$ cat src/rtl/mul_clocked_multi.sv
// mul_clocked_multi: sequential shift-add multiplier, BITS_PER_CYCLE multiplier
// bits retired per MUL cycle, full 2*WIDTH-bit product as out_hi:out.
// Signed mode multiplies magnitudes and negates the product at the end.
// Optional feature macro: MUL_EARLY_EXIT_EN. When it is defined, the MUL phase
// ends as soon as the remaining multiplier bits are all zero.
module mul_clocked_multi #(
  parameter int WIDTH          = 32,
  parameter int BITS_PER_CYCLE = 4
) (
  input  logic             clk,
  input  logic             rst,
  input  logic             req,
  input  logic             is_signed,
  input  logic [WIDTH-1:0] a,
  input  logic [WIDTH-1:0] b,
  output logic [WIDTH-1:0] out,
  output logic [WIDTH-1:0] out_hi,
  output logic             ack,
  output logic             busy
);

  localparam int N     = WIDTH / BITS_PER_CYCLE;
  localparam int CNT_W = (N > 1) ? $clog2(N) : 1;
  localparam int PW    = 2 * WIDTH;
  localparam logic [CNT_W-1:0] LAST_CNT = CNT_W'(N - 1);

  // Reject parameter sets the datapath cannot handle.
  generate
    if (WIDTH < 2) begin : g_bad_width
      $error("mul_clocked_multi: WIDTH must be >= 2");
    end
    if ((BITS_PER_CYCLE < 1) || ((BITS_PER_CYCLE & (BITS_PER_CYCLE - 1)) != 0) ||
        ((WIDTH % BITS_PER_CYCLE) != 0)) begin : g_bad_bpc
      $error("mul_clocked_multi: BITS_PER_CYCLE must be a power of two dividing WIDTH");
    end
  endgenerate

  typedef enum logic [1:0] {
    IDLE = 2'd0,
    MUL  = 2'd1,
    FIN  = 2'd2
  } state_t;

  state_t             state_reg;
  logic [PW-1:0]      acc_reg;
  logic [PW-1:0]      a_shift_reg;   // |a| pre-shifted to the current chunk weight
  logic [WIDTH-1:0]   b_rem_reg;     // |b| with already-processed chunks shifted out
  logic [CNT_W-1:0]   cnt_reg;
  logic               neg_reg;
  logic [WIDTH-1:0]   out_reg;
  logic [WIDTH-1:0]   out_hi_reg;
  logic               ack_reg;
  logic               busy_reg;

  logic [WIDTH-1:0]          a_mag;
  logic [WIDTH-1:0]          b_mag;
  logic [BITS_PER_CYCLE-1:0] b_chunk;
  logic [PW-1:0]             pp [BITS_PER_CYCLE];
  logic [PW-1:0]             chunk_sum;
  logic [PW-1:0]             result;
  logic                      last_chunk;

  // Operand magnitudes; -2^(WIDTH-1) maps onto itself, which is the correct
  // unsigned magnitude.
  assign a_mag = (is_signed && a[WIDTH-1]) ? -a : a;
  assign b_mag = (is_signed && b[WIDTH-1]) ? -b : b;

  assign b_chunk = b_rem_reg[BITS_PER_CYCLE-1:0];

  // One partial product per multiplier bit of the current chunk.
  genvar gi;
  generate
    for (gi = 0; gi < BITS_PER_CYCLE; gi++) begin : g_pp
      assign pp[gi] = b_chunk[gi] ? (a_shift_reg << gi) : '0;
    end
  endgenerate

  // Sum the partial products of this chunk.
  always_comb begin
    chunk_sum = '0;
    for (int i = 0; i < BITS_PER_CYCLE; i++) begin
      chunk_sum = chunk_sum + pp[i];
    end
  end

  assign result = neg_reg ? -acc_reg : acc_reg;

`ifdef MUL_EARLY_EXIT_EN
  logic b_rest_zero;
  // Nothing left above the current chunk: this is the last useful cycle.
  assign b_rest_zero = ((b_rem_reg >> BITS_PER_CYCLE) == '0);
  assign last_chunk  = (cnt_reg == LAST_CNT) || b_rest_zero;
`else
  assign last_chunk  = (cnt_reg == LAST_CNT);
`endif

  // Control FSM and datapath registers, including the registered outputs.
  always_ff @(posedge clk or negedge rst) begin
    if (!rst) begin
      state_reg   <= IDLE;
      acc_reg     <= '0;
      a_shift_reg <= '0;
      b_rem_reg   <= '0;
      cnt_reg     <= '0;
      neg_reg     <= 1'b0;
      out_reg     <= '0;
      out_hi_reg  <= '0;
      ack_reg     <= 1'b0;
      busy_reg    <= 1'b0;
    end else begin
      ack_reg <= 1'b0;
      case (state_reg)
        IDLE: begin
          if (req) begin
            a_shift_reg <= {{WIDTH{1'b0}}, a_mag};
            b_rem_reg   <= b_mag;
            neg_reg     <= is_signed & (a[WIDTH-1] ^ b[WIDTH-1]);
            acc_reg     <= '0;
            cnt_reg     <= '0;
            busy_reg    <= 1'b1;
            state_reg   <= MUL;
          end
        end
        MUL: begin
          acc_reg     <= acc_reg + chunk_sum;
          a_shift_reg <= a_shift_reg << BITS_PER_CYCLE;
          b_rem_reg   <= b_rem_reg >> BITS_PER_CYCLE;
          cnt_reg     <= cnt_reg + CNT_W'(1);
          if (last_chunk) begin
            state_reg <= FIN;
          end
        end
        FIN: begin
          {out_hi_reg, out_reg} <= result;
          ack_reg               <= 1'b1;
          busy_reg              <= 1'b0;
          state_reg             <= IDLE;
        end
        default: begin
          state_reg <= IDLE;
          busy_reg  <= 1'b0;
        end
      endcase
    end
  end

  assign out    = out_reg;
  assign out_hi = out_hi_reg;
  assign ack    = ack_reg;
  assign busy   = busy_reg;

`ifndef SYNTHESIS
  // Unknown request while idle, or unknown captured operands while multiplying.
  assert_known_req : assert property (@(posedge clk) disable iff (!rst)
    (state_reg == IDLE) |-> !$isunknown(req));
  assert_known_ops : assert property (@(posedge clk) disable iff (!rst)
    (state_reg == MUL) |-> !$isunknown({a_shift_reg, b_rem_reg, neg_reg}));
`endif

endmodule
$ cat config.mk
export PLATFORM = sky130hd
export DESIGN_NAME = mul_clocked_multi
export DESIGN_NICKNAME = d
export VERILOG_FILES = /design/src/rtl/mul_clocked_multi.sv
export SDC_FILE = /design/constraint.sdc
export NUM_CORES = 1
export LEC_CHECK = 0
export BUFFER_PORTS_ARGS = -buffer_cell sky130_fd_sc_hd__clkbuf_2
export CAP_MARGIN = 25
export CORE_ASPECT_RATIO = 0.7
export CORE_UTILIZATION = 50
export DETAILED_ROUTE_END_ITERATION = 12
export PLACE_DENSITY_LB_ADDON = 0.1
export SLEW_MARGIN = 25
export SYNTH_ARGS = -nofsm -noshare
export SYNTH_HDL_FRONTEND = slang
export SYNTH_SLANG_ARGS = --single-unit
export TNS_END_PERCENT = 10
$ cat constraint.sdc
create_clock -name clk -period 6.7 [get_ports clk]
set_input_delay 0 -clock clk [delete_from_list [all_inputs] [get_ports clk]]
set_output_delay 0 -clock clk [all_outputs]
set_load 0.01 [all_outputs]
* Word level (Yosys, flattened, before mapping)
Index checks and enable logic that the tools add are counted.
Operators by class: reductions and logical operators 8, order comparisons 0, bitwise gates (word level) 3, add/subtract/negate cells 8, equality and inequality tests 5, muxes and demuxes 21, multiply operators 0, div/mod/pow operators 0, shift-type cells 0
Operators with widths (count):
- $mux 64 | 7
- $add 64x64->64 | 4
- $pmux 64 s2 | 2
- $mux 32 | 3
- $neg 32->32 | 2
- $neg 64->64 | 1
- $pmux 32 s2 | 1
- $reduce_and 2->1 | 4
- $pmux 3 s2 | 1
- $mux 2 | 2
- $ne 2x2->1 const B | 2
- $pmux 2 s2 | 1
- $add 3x1->3 const B | 1
- $eq 3x3->1 const B | 1
- $mux 3 | 1
- $eq 2x1->1 const B | 1
- $eq 2x2->1 const B | 1
- $logic_and 1x1->1 | 2
- $logic_not 2->1 | 1
- $mux 1 | 2
- $pmux 1 s2 | 1
- $reduce_bool 2->1 | 1
- $and 1x1->1 | 1
- $not 1->1 | 1
- $xor 1x1->1 | 1
Word-level totals: input bits 68, bits in read-only memories 0, memories 0, logic and storage cells 55, register bits 232, RAM bits 0, bits in latches 0

* Depth between registers and ports, before layout
Gate-level depths: netlist of run 1.
depth in word-level cells 6, gate-level depth with buffers 21, gate-level depth less buffers 19

* Least setup slack after synthesis of run 1
No wires, ideal clock.
path kind register -> register, from reg b_rem_reg[3], to reg acc_reg[56], path slack 1.412 ns, path buffers 4, arrival time 5.223 ns, period minus slack after synthesis 5.288 ns, stages on the path, launching flop included 22, library setup time 0.065 ns, cell sequence dfrtp_1 clkbuf_1 clkbuf_1 nand2_1 fa_1 inv_1 fa_1 inv_1 fa_1 inv_1 ha_1 buf_2 and3_1 clkbuf_1 nand3_1 or3_1 a211o_1 a21bo_2 a211oi_1 o21ai_0 a2111oi_0 a211o_1
Between the ends: word-level cells in the longest chain between the ends 4
RTL lines:
- start, declared | RTL line 47 | logic [WIDTH-1:0] b_rem_reg;
- start signal, assigned | RTL line 116 | b_rem_reg <= b_mag;
- start signal, assigned | RTL line 127 | b_rem_reg <= b_rem_reg >> BITS_PER_CYCLE;
- $mux 64 | RTL line 74 | assign pp[gi] = b_chunk[gi] ? (a_shift_reg << gi) : '0;
- $add 64x64->64 | RTL line 82 | chunk_sum = chunk_sum + pp[i];
- $add 64x64->64 | RTL line 125 | acc_reg <= acc_reg + chunk_sum;
- $pmux 64 s2 | RTL line 112 | case (state_reg)
- end signal, assigned | RTL line 125
- end, declared | RTL line 45 | logic [PW-1:0] acc_reg;
No other way between the ends. A chain may end at the register's enable or synchronous reset.

* Worst setup path in the final report of run 1
from reg b_rem_reg[3], to reg acc_reg[63]
Same word-level chain as after synthesis.

==> results.sh, run 1 <==
export IMPL_outcome="finished, final reports clean"
export IMPL_synthCells=2641
export IMPL_reg2reg_setup_slack_ns=0.60
export IMPL_nets=3092
export IMPL_drtAntennaViolNets=0
export IMPL_grt_util_met2_pct=40.8
export IMPL_cts_root_buf="clkbuf_16"
export IMPL_synth_area_mux_share_pct=0.187
export IMPL_gp_congestion=0.955
export IMPL_min_path_type="in2async"
export IMPL_clockBufferDepth=3
export IMPL_die_w_um=250
export IMPL_critical_path_class="reg2reg"
export IMPL_fin_skew_ns=0.0205
export IMPL_numCtsBuffers=27
export IMPL_areaGrowthSynthToFinish_pct=12.9
export IMPL_met3_usage_pct=6.08
export IMPL_crit_fanout=33
export IMPL_wl_um=61500
export IMPL_grt_busiest_layer="met1"
export IMPL_setup_viol=0
export IMPL_synthDominantCellAreaShare_pct=27.1
export IMPL_grt_pass1_vias=18000
export IMPL_portBuffers=133
export IMPL_crit_arrival_ns=6.59
export IMPL_synth_fa_ha_area_share_pct=21.1
export IMPL_cp_start_kind="register"
export IMPL_maxCapViolCount=0
export IMPL_grt_max_degree=151
export IMPL_synth_compound_area_share_pct=17.7
export IMPL_hpwlAfterDp_um=45800
export IMPL_grt_ovfl_total=0
export IMPL_drive_above_1_share_pct=8.63
export IMPL_cp_required_ns=7.18
export IMPL_syn_nets=2961
export IMPL_synth_seq_cells=232
export IMPL_post_drt_wl_per_cell_um=18.4
export IMPL_cts_hold_repair_buffers=75
export IMPL_syn_cell_area_um2=21400
export IMPL_via_per_inst=5.58
export IMPL_syn_area_per_cell_um2=8.12
export IMPL_grt_first_pass_wirelength_um=100000
export IMPL_io_pins=134
export IMPL_synth_ff_type="dfrtp_1"
export IMPL_synth_edf_count=0
export IMPL_yosys_warnings=0
export IMPL_drt_iter0_drc=1284
export IMPL_slew_violations=0
export IMPL_core_area_um2=42300
export IMPL_start_util_pct=50.7
export IMPL_cts_htree_levels=1
export IMPL_post_route_drc_count=0
export IMPL_yosys_area_top_type="dfrtp_1"
export IMPL_synth_top_family_by_area="adder cells"
export IMPL_fmax_mhz=164
export IMPL_yosys_area_share_xor_xnor_pct=6.66
export IMPL_cts_resized=0
export IMPL_dieArea_um2=43700
export IMPL_slowest_delay_ns=0.85
export IMPL_num_rows=63
export IMPL_slew_headroom_pct=27.7
export IMPL_slowest_stage="dfrtp_2"
export IMPL_synth_async_reset_ratio_pct=100
export IMPL_use_met1_pct=45.5
export IMPL_drt_pre_antenna_iters=5
export IMPL_setup_tns_ns=0
export IMPL_hold_viol_final=0
export IMPL_crit_chain="nand2_1 -> fa_1 -> inv_1 -> fa_1 -> inv_1 -> fa_1 -> inv_1 -> ha_1 -> and2_1 -> a221o_1 -> and3_1 -> a211oi_1 -> o21a_1 -> o31a_1 -> o21ai_0 -> a311o_1 -> o211ai_1"
export IMPL_synth_cell_types=71
export IMPL_postCtsSetupBuffers=0
export IMPL_clock_sinks=232
export IMPL_cp_end_kind="register"
export IMPL_ys_seq_area_share_pct=27.1
export IMPL_clock_insertion_delay_worst_skew_ns=0.58
export IMPL_synth_area_leaders="dfrtp_1 (27%), fa_1 (17%), nand2_1 (7.6%)"
export IMPL_rsz0062_at_grt="no"
export IMPL_cts_tree="yes"
export IMPL_die_height_um=175
export IMPL_synth_simple_gate_area_share_pct=17.4
export IMPL_antenna_found_initial=1
export IMPL_groute_usage_overall_pct=28.8
export IMPL_worst_slew_pin_slew_ns=1.08
export IMPL_fin_crit_sh_pct=91.1
export IMPL_final_min_clock_period_ns=6.10
export IMPL_clkTransAtPathRegs_ns=0.06
export IMPL_vias=18700
-- layout by cell type, fill, tap and decap left out, drive strengths merged, types with 10 or more instances in the layout --
cell type    count
a211oi          11
a21o            32
a21oi          146
a22o            42
a31oi           17
and2            90
and3            11
buf             23
clkbuf         164
dfrtp          232
dlygate4sd3     75
fa             184
ha              68
inv            433
nand2          434
nand2b          12
nand3           31
nand4           25
nor2           117
nor2b           12
nor3            21
nor4            10
o21a            11
o21ai          247
o21bai          14
o31ai           24
o41ai           16
or3             20
or4             16
xnor2          111
xor2            52
-- worst max-delay path, delay by kind of cell (launching register included) --
family                     cells  cell delay [ns]
AOI/OAI and AO/OA              7             2.39
adders and majority gates      4             1.99
buffers and inverters          3             0.17
DFF                            1             0.85
and+or+nand+nor                3             0.60
-- path summary, 6_finish.rpt --
kind | from | end | cells after the start
setup / recovery | b_rem_reg[3] | acc_reg[63] | 17
hold / removal | rst | out[16] | 2
setup reg to reg | b_rem_reg[3] | acc_reg[63] | 17
hold reg to reg | out_hi[3] | out_hi[3] | 2
max in group asynchronous | rst | b_rem_reg[2] | 3
min in group clk | a[24] | a_shift_reg[24] | 5
-- layer usage --
metal | share of wire, % | routed length (um)
met1 | 50 | 31000
met2 | 40 | 24900
met3 | 7.7 | 4750
met4 | 1.4 | 865
met5 | 0 | 0
-- area by class of cell --
class | count | area [um2]
antenna | 1 | 2.50
fill | 3924 | 18100
clock buffer | 32 | 734
tap | 552 | 691
clock inverter | 18 | 190
multi-input combinational | 1850 | 13600
timing repair buffer | 230 | 1600
sequential | 232 | 5810
inverter | 431 | 1620
-- cell usage after synthesis, types with 12 or more instances --
cell type / instances
dfrtp_1: 232
ha_1: 68
a21o_1: 32
inv_1: 431
nand4_1: 25
nor2b_1: 12
nand2b_1: 12
nand2_1: 434
nand3_1: 31
clkbuf_1: 121
fa_1: 184
a22o_1: 42
xor2_1: 52
o21ai_0: 234
o31ai_1: 22
o21bai_1: 14
o41ai_1: 13
a31oi_1: 17
and2_1: 87
nor3_1: 20
o21ai_1: 13
nor2_1: 117
xnor2_1: 111
or3_1: 19
a21oi_1: 146
-- through the flow --
stage	cells	util (%)	setup slack [ns]	area (um2)	hold WS, ns
final	3346	57.2	0.596	24200	0.00705
after global routing	3346	57.2	0.221	24200	0.0371
after CTS	3345	57.2	0.568	24200	0.0100
after detailed placement	3220	53.3	0.633	22500	0.0386
after global placement	3220	53.3	0.763	22500	0.0352
after floorplan	2641	-	1.41	21400	-0.296
-- cell families (layout without fill, tap and decap cells) --
logic type / count (synthesis) / in the layout
AND/OR/NAND/NOR: 815 / 815
AO/OA/AOI/OAI: 616 / 616
buffers and inverters: 559 / 711
adder cells (fa/ha/maj): 252 / 252
flip-flops: 232 / 232
XOR/XNOR: 163 / 163
multiplexers: 4 / 4
other: 0 / 1
Power of run 1 is left out: the tool's default activity adds up to more than one toggle a clock period on the data nets, which glitch-free logic cannot reach.
==> run 2, diff against run 1 <==
- CORE_UTILIZATION: 50 -> 55
==> results.sh, run 2 (synthesis gave the netlist of run 1 again) <==
export IMPL_outcome="finished, final reports clean"
export IMPL_fin_crit_sh_pct=89.9
export IMPL_layout_commonest_cell="nand2_1"
export IMPL_diodes=0
export IMPL_min_path_type="in2async"
export IMPL_gp_congestion=0.957
export IMPL_maxCapViolCount=0
export IMPL_die_w_um=238
export IMPL_fin_skew_ns=0.0151
export IMPL_final_min_clock_period_ns=6.02
export IMPL_crit_fanout=20
export IMPL_vias=18800
export IMPL_cts_tree="yes"
export IMPL_drt_pre_antenna_iters=5
export IMPL_dieArea_um2=39800
export IMPL_areaGrowthSynthToFinish_pct=12.8
export IMPL_core_area_um2=38400
export IMPL_final_util_pct=62.9
export IMPL_slew_violations=0
export IMPL_setup_tns_ns=0
export IMPL_cp_start_kind="register"
export IMPL_antenna_found_initial=0
export IMPL_cp_required_ns=7.18
export IMPL_clkTransAtPathRegs_ns=0.06
export IMPL_cts_root_buf="clkbuf_16"
export IMPL_grt_ovfl_total=0
export IMPL_num_rows=60
export IMPL_fmax_mhz=166
export IMPL_grt_first_pass_wirelength_um=100000
export IMPL_hold_viol_final=0
export IMPL_nets=3091
export IMPL_groute_usage_overall_pct=31.8
export IMPL_crit_arrival_ns=6.50
export IMPL_start_util_pct=55.8
export IMPL_post_route_drc_count=0
export IMPL_drt_iter0_drc=1771
export IMPL_cts_htree_levels=1
export IMPL_worst_slew_pin_slew_ns=0.950
export IMPL_portBuffers=133
export IMPL_slew_headroom_pct=36.7
export IMPL_wl_um=61400
export IMPL_numCtsBuffers=27
export IMPL_final_cell_mix="nand2_1 (434), inv_1 (431), o21ai_0 (234)"
export IMPL_setup_viol=0
export IMPL_drtAntennaViolNets=0
export IMPL_critical_path_class="reg2reg"
export IMPL_via_per_inst=5.69
export IMPL_clock_insertion_delay_worst_skew_ns=0.57
export IMPL_grt_pass1_vias=18400
export IMPL_post_drt_wl_per_cell_um=18.5
export IMPL_drive_above_1_share_pct=8.32
export IMPL_cp_end_kind="register"
export IMPL_clock_sinks=232
export IMPL_grt_max_degree=146
export IMPL_hpwlAfterDp_um=46200
export IMPL_io_pins=134
export IMPL_cts_resized=0
export IMPL_clockBufferDepth=3
export IMPL_die_height_um=167
export IMPL_rsz0062_at_grt="no"
-- run 2: final timing paths --
kind | startpoint | endpoint | slack (ns) | cells past startpoint
hold reg to reg | out[24] | out[24] | 0.48 | 2
setup reg to reg | b_rem_reg[3] | acc_reg[63] | 0.68 | 18
min in group clk | a[25] | a_shift_reg[25] | 0.04 | 5
hold / removal | rst | out[16] | 0.04 | 2
max in group asynchronous | rst | b_rem_reg[0] | 5.29 | 3
setup / recovery | b_rem_reg[3] | acc_reg[63] | 0.68 | 18
-- run 2: final cells by class --
type | instances | area (um2)
Tap cell | 527 | 659
Inverter | 431 | 1620
Timing Repair Buffer | 229 | 1610
Clock buffer | 37 | 763
Fill cell | 3368 | 14300
Sequential cell | 232 | 5810
Multi-Input combinational cell | 1850 | 13600
Clock inverter | 8 | 150
-- run 2: what timing repair did --
action,in CTS,in global routing
setup buffers,0,0
endpoints found under the hold margin,150,0
hold buffers,74,0
-- run 2: metrics by stage --
step | setup WS (ns) | instances | hold WS, ns | instance area (um2)
2_1_floorplan | 1.41 | 2641 | -0.296 | 21400
3_3_place_gp | 0.921 | 3194 | 0.0536 | 22500
3_5_place_dp | 0.747 | 3194 | 0.0557 | 22500
4_1_cts | 0.715 | 3313 | 0.00445 | 24200
5_1_grt | 0.313 | 3314 | 0.0677 | 24200
6_report | 0.677 | 3314 | 0.0350 | 24200
-- run 2: worst max-delay path: stages (launching register included) --
cell and delay (ns):
dfrtp_2 0.57, buf_4 0.35, nand2_1 0.13, fa_1 0.53, inv_1 0.06, fa_1 0.53, inv_1 0.05, fa_1 0.52
inv_1 0.04, ha_1 0.37, a21o_1 0.20, a221o_1 0.36, and3_1 0.19, a211oi_1 0.50, o21a_1 0.35, o31a_1 0.36
o21ai_0 0.31, a311o_1 0.39, o211ai_1 0.10
-- run 2: metal layers --
layer | track usage, % | vias to the layer above | part of all wire (%)
met2 | 44.8 | 748 | 41
met4 | 6.47 | 0 | 2.0
met1 | 50.1 | 9196 | 48
met5 | 0 | - | 0
li1 | - | 8824 | -
met3 | 6.26 | 78 | 8.8
Power of run 2 is left out for the same reason.
